[src/rtl/apb_master_arbiter.sv]
// Two-port APB master: arbitrates a CPU port and a debug/DMA port onto one APB bus,
// decodes a 16 KiB window into four PSEL lines and returns data or error per requester.
module apb_master_arbiter #(
    parameter logic [31:0] BASE_ADDR      = 32'h1000_0000,
    parameter int          TIMEOUT_CYCLES = 16
) (
    input  logic        PCLK,
    input  logic        PRESET,
    input  logic        req0_valid,
    input  logic        req0_write,
    input  logic [31:0] req0_addr,
    input  logic [31:0] req0_wdata,
    output logic        req0_ready,
    output logic [31:0] req0_rdata,
    output logic        req0_err,
    input  logic        req1_valid,
    input  logic        req1_write,
    input  logic [31:0] req1_addr,
    input  logic [31:0] req1_wdata,
    output logic        req1_ready,
    output logic [31:0] req1_rdata,
    output logic        req1_err,
    output logic [31:0] PADDR,
    output logic [31:0] PWDATA,
    output logic        PWRITE,
    output logic [3:0]  PSEL,
    output logic        PENABLE,
    input  logic [31:0] PRDATA0,
    input  logic [31:0] PRDATA1,
    input  logic [31:0] PRDATA2,
    input  logic [31:0] PRDATA3,
    input  logic [3:0]  PREADY
);
    localparam int CNT_W = $clog2(TIMEOUT_CYCLES + 1);

    typedef enum logic [1:0] {IDLE, SETUP, ACCESS, RESP} state_t;

    state_t           state, state_nxt;
    logic             grant, grant_nxt;
    logic             last_grant, last_grant_nxt;
    logic [CNT_W-1:0] cnt, cnt_nxt;
    logic [31:0]      data_q, data_nxt;
    logic             pend, pend_nxt;
    logic             latch, fire, fire_err;
    logic [31:0]      fire_data;
    logic             pick;
    logic [31:0]      sel_addr, sel_wdata;
    logic             sel_write;
    logic [1:0]       idx;
    logic [31:0]      prdata_mux;
    logic             busy;

    assign pick      = (req0_valid && req1_valid) ? ~last_grant : req1_valid;
    assign sel_addr  = pick ? req1_addr  : req0_addr;
    assign sel_wdata = pick ? req1_wdata : req0_wdata;
    assign sel_write = pick ? req1_write : req0_write;
    assign idx       = PADDR[13:12];
    // A requester still shows its old valid during its ready cycle; never regrant it then.
    assign busy      = req0_ready | req1_ready;

    assign PSEL    = (state == SETUP || state == ACCESS) ? (4'b0001 << idx) : 4'b0000;
    assign PENABLE = (state == ACCESS);

    always_comb begin
        case (idx)
            2'd0:    prdata_mux = PRDATA0;
            2'd1:    prdata_mux = PRDATA1;
            2'd2:    prdata_mux = PRDATA2;
            default: prdata_mux = PRDATA3;
        endcase
    end

    always_comb begin
        state_nxt      = state;
        grant_nxt      = grant;
        last_grant_nxt = last_grant;
        cnt_nxt        = cnt;
        data_nxt       = data_q;
        pend_nxt       = pend;
        latch          = 1'b0;
        fire           = 1'b0;
        fire_err       = 1'b0;
        fire_data      = '0;
        case (state)
            IDLE: begin
                if ((req0_valid || req1_valid) && !busy) begin
                    latch          = 1'b1;
                    grant_nxt      = pick;
                    last_grant_nxt = pick;
                    if (sel_addr[31:14] != BASE_ADDR[31:14]) begin
                        fire      = 1'b1;
                        fire_err  = 1'b1;
                        state_nxt = RESP;
                    end else begin
                        state_nxt = SETUP;
                    end
                end
            end
            SETUP: begin
                cnt_nxt   = '0;
                state_nxt = ACCESS;
            end
            ACCESS: begin
                if (PREADY[idx]) begin
                    data_nxt  = PWRITE ? 32'd0 : prdata_mux;
                    pend_nxt  = 1'b1;
                    state_nxt = RESP;
                end else if (cnt == CNT_W'(TIMEOUT_CYCLES - 1)) begin
                    fire      = 1'b1;
                    fire_err  = 1'b1;
                    state_nxt = RESP;
                end else begin
                    cnt_nxt = cnt + 1'b1;
                end
            end
            RESP: begin
                // Successful completions pulse ready on leaving RESP; errors pulsed on entry.
                fire      = pend;
                fire_data = data_q;
                pend_nxt  = 1'b0;
                state_nxt = IDLE;
            end
            default: state_nxt = IDLE;
        endcase
    end

    always_ff @(posedge PCLK or posedge PRESET) begin
        if (PRESET) begin
            state      <= IDLE;
            grant      <= 1'b0;
            last_grant <= 1'b1;
            cnt        <= '0;
            data_q     <= '0;
            pend       <= 1'b0;
            PADDR      <= '0;
            PWDATA     <= '0;
            PWRITE     <= 1'b0;
            req0_ready <= 1'b0;
            req0_rdata <= '0;
            req0_err   <= 1'b0;
            req1_ready <= 1'b0;
            req1_rdata <= '0;
            req1_err   <= 1'b0;
        end else begin
            state      <= state_nxt;
            grant      <= grant_nxt;
            last_grant <= last_grant_nxt;
            cnt        <= cnt_nxt;
            data_q     <= data_nxt;
            pend       <= pend_nxt;
            if (latch) begin
                PADDR  <= sel_addr;
                PWDATA <= sel_wdata;
                PWRITE <= sel_write;
            end
            req0_ready <= fire && !grant_nxt;
            req0_rdata <= (fire && !grant_nxt) ? fire_data : 32'd0;
            req0_err   <= fire && !grant_nxt && fire_err;
            req1_ready <= fire && grant_nxt;
            req1_rdata <= (fire && grant_nxt) ? fire_data : 32'd0;
            req1_err   <= fire && grant_nxt && fire_err;
        end
    end
endmodule
[config.mk]
export PLATFORM = sky130hd
export DESIGN_NAME = apb_master_arbiter
export DESIGN_NICKNAME = d
export VERILOG_FILES = /design/src/rtl/apb_master_arbiter.sv
export SDC_FILE = /design/constraint.sdc
export NUM_CORES = 1
export LEC_CHECK = 0
export ABC_AREA = 1
export BUFFER_PORTS_ARGS = -buffer_cell sky130_fd_sc_hd__buf_2
export CORE_AREA = 2 2 157 159
export DETAILED_ROUTE_END_ITERATION = 10
export DIE_AREA = 0 0 159 161
export PLACE_DENSITY = 0.65
export RECOVER_POWER = 100
export REMOVE_ABC_BUFFERS = 1
export SLEW_MARGIN = 20
export SYNTH_ARGS = -nofsm -noshare
export SYNTH_HDL_FRONTEND = slang
export SYNTH_SLANG_ARGS = --single-unit
[constraint.sdc]
create_clock -name PCLK -period 8.34 [get_ports PCLK]
set_input_delay 2.085 -clock PCLK [delete_from_list [all_inputs] [get_ports PCLK]]
set_output_delay 2.085 -clock PCLK [all_outputs]
set_load 0.05 [all_outputs]
==> summary.md <==
| Metric | Value |
|---|---|
| R2R Path Start | PADDR[12] |
| Met2 GRT Util | 35.6% |
| Layout cell share with drive strength beyond 1 | around a quarter |
| 1st-pass router iterations | 5 |
| Max-cap violation count | 3 |
| Fin crit share | 70.7% |
| Num rows | 57 |
| Vias/cell | 4.81 |
| Endpoints failing hold | 0 |
| Slew headroom | -95.9% |
| Setup TNS Final | 0 ns |
| Sequential fraction of the synthesis area | 55.4% |
| Global route overflow | 0 |
| Hold_buf cts | 0 |
| Initial antenna violation count | 3 |
| WS Path Type | in -> reg |
| Cell area after synthesis | approximately 8000 um2 |
| Routed WL | 26500 um |
| Failing checks | capacitance limit, slew limit |
| Finish-stage setup viols | 0 |
| Syn-to-layout area delta | 32.1% |
| Total Routing Usage GR | 20.4% |
| Met3 usage | 4.24% |
| Nets@finish | 1553 |
| Hold Startpoint | PADDR[30] |
| CTS buffer count | 17 |
| First-pass GRT wire length | 40900 um |
| Final Wtd Congestion | 0.867 |
| Psw | 2.02 mW |
| # IOs | 404 |
| Clk_skew | 0.0152 ns |
| Grt peak-use layer | met2 |
| R2R depth | 9 |
| Dominant cell type by area after synthesis | dfrtp_1 |
| DRT antenna net count | 0 |
| Post-CTS Setup Repair Bufs | 0 |
| Die width | 159 um |
| Die Span Y | 161 um |
| Reg power frac | ~30% |
| Worst hold path type | reg -> reg |
| Number of DRC markers in iteration 0 | 462 |
| Vias | 7802 |
| Average size of a mapped cell | 8.66 um2 |
| Post-synth top area share | 55.0% |
| Placed cell count | 1586 |
| Worst-case clock buffer depth | 2 |
| Die area | 25600 um2 |
| Sw Ratio | 50.6% |
| Worst setup SP type | primary input |
| Hold endpoint | PADDR[30] |
| Syn. warnings | 0 |
| Met1 Track Usage GR | roughly a quarter |
| Fin. max-slew vios | ~170 |
| Logic pwr share | 50.0% |
| PwrDens | 383 nW/um2 |
| Internal | 1.98 mW |
| Status | finished, violations left |
| Required time of the critical path | 8.64 ns |
| Fillcell total | roughly 2500 |
| Syn Inst Count | around 910 |
| Yosys cell types | 28 |
| CTS Sinks | 175 |
| RSZ-0062 raised after global routing | no |
| Core Area | 24000 um2 |
| CP endpoint kind | flip-flop |
| Clock slew at reported path FFs | ~0.080 ns |
| Largest net degree at the start of global routing | 110 |
| Clk root buf | clkbuf_16 |
| Reg2reg end | data_q[16] |
| Finished Layout Cells | roughly 1600 |
| DRC | 0 |
| Port bufs | 403 |
| Latest clock arrival within the worst-skew pair | 0.43 ns |
| Starting Density | 33.0% |
| Maximum VDD drop | 0.183 mV |
| Wire per inst | 16.4 um |
| Post-CTS resize count | 0 |
| Top achievable clock speed | 170 MHz |
| CP arrival | 6.19 ns |
| Clock Power Share | between 10% and 20% |
| Reg-to-reg slack, setup | 2.86 ns |
| CTS tree | built |
| Fin crit period | 5.90 ns |
| H-tree levels | 4 |
| Final Power | 4.00 mW |
| DPL Wire Length | 19100 um |
| Vias in the first global route | 7601 |
| Worst-Margin Slew | a little under 3 ns |
| Utilization after layout | 43.6% |
| Top post-synthesis cells by area | dfrtp_1 55%, nand2_1 13%, o21ai_0 6.6%, a2bb2oi_1 5.0%, nand3_1 4.3% |
| Crit-path max FO | between 60 and 70 |
| Hold path depth | 2 |
| Leakage | 5.07 nW |
| Flops & latches, synth | 175 |
## cell type report
type | instances | area, um2 | share of cell area [%]
flip-flops and latches | 175 | 4380 | 41.9
multi-input cells | 650 | 3090 | 29.5
repair buffers | 413 | 1910 | 18.2
clock buffers | 18 | 429 | 4.10
well taps | 324 | 405 | 3.88
clock inverters | 14 | 138 | 1.32
inverters | 24 | 97.6 | 0.933
diodes | 3 | 7.51 | 0.0718
## critical path, cell delays in order
cell	delay (ns)
clkbuf_1	0.10
nand2_1	0.20
nand2_4	0.12
clkbuf_1	2.07
o21ai_0	0.37
nor2_1	0.20
nand2_1	0.06
nor2_1	0.12
nand2_1	0.10
nand2_1	0.09
nand2_1	0.15
nand3_4	0.39
nor2_1	0.10
## flip-flops by register name, summed over array words and instances (netlist names)
| register | count |
|---|---|
| cnt | 5 |
| req0_err | 1 |
| pend | 1 |
| req1_rdata | 32 |
| state | 2 |
| req1_ready | 1 |
| PWRITE | 1 |
| req1_err | 1 |
| grant | 1 |
| last_grant | 1 |
| req0_rdata | 32 |
| PWDATA | 32 |
| data_q | 32 |
| req0_ready | 1 |
| PADDR | 32 |
## worst max path at each step
| stage | slack, ns | start | end | depth (start not counted) |
|---|---|---|---|---|
| final | 2.44 | req0_valid | req0_rdata[4] | 13 |
| after global routing | 2.01 | req0_valid | req0_rdata[29] | 13 |
| after CTS | 4.14 | PADDR[12] | PSEL[1] | 4 |
| after detailed placement | 3.67 | req0_valid | req0_rdata[4] | 15 |
| after global placement | 3.72 | req0_valid | req0_rdata[29] | 15 |
| after floorplan | 1.51 | PRESET | PADDR[0] | 1 |
## routing by layer
layer  vias up  wire, um
met5         -         0
met4         0       346
met3        24      1660
met2       333     13500
met1      3672     11000
li1       3773         -
## power groups by stage
| stage | Combinational (mW) | Clock, mW | Sequential [mW] |
|---|---|---|---|
| floorplan | 0.850 | 0 | 1.83 |
| CTS | 2.08 | 0.801 | 1.21 |
| global route | 2.18 | 0.841 | 1.24 |
| global placement | 2.05 | 0 | 1.22 |
| detailed placement | 2.08 | 0 | 1.22 |
| finish | 2.00 | 0.782 | 1.22 |
## synth_stat cells (all sizes together)
| cell | number |
|---|---|
| o21ai | 107 |
| a2bb2oi | 45 |
| o21a | 1 |
| nand2 | 274 |
| clkbuf | 32 |
| o31ai | 2 |
| nand4 | 1 |
| ha | 6 |
| a21oi | 48 |
| inv | 24 |
| dfstp | 1 |
| or2 | 1 |
| nor3b | 2 |
| dfrtp | 174 |
| nand3 | 70 |
| buf | 33 |
| a22oi | 3 |
| nor3 | 6 |
| nor2 | 84 |
## metrics by stage
step                      setup WS, ns  hold WS [ns]  area [um2]
after floorplan                   1.51         0.451        7570
after global placement            3.72         0.452       10100
after detailed placement          3.67         0.458       10100
after CTS                         4.14         0.475       10700
after global routing              2.01         0.491       10500
final                             2.44         0.475       10500
## logic make-up after synthesis
| group | share of synthesized area, % |
|---|---|
| DFF | 55.4 |
| adders and majority gates | 0.949 |
| and+or+nand+nor | 22.9 |
| AOI/OAI and AO/OA | 15.4 |
| buffers and inverters | 5.42 |
## placed cells by master (no fill, tap or decap), types with 17 or more instances in the layout
| master | synthesis | final |
|---|---|---|
| a2bb2oi_1 | 45 | 45 |
| nand2_1 | 269 | 273 |
| nand3_1 | 68 | 68 |
| clkbuf_16 | 0 | 17 |
| o21ai_0 | 104 | 106 |
| dfrtp_1 | 174 | 173 |
| nor2_1 | 81 | 80 |
| clkbuf_1 | 32 | 142 |
| a21oi_1 | 48 | 48 |
| buf_2 | 13 | 265 |
| inv_1 | 18 | 18 |
Note: power is estimated with default switching activity, not from simulation.
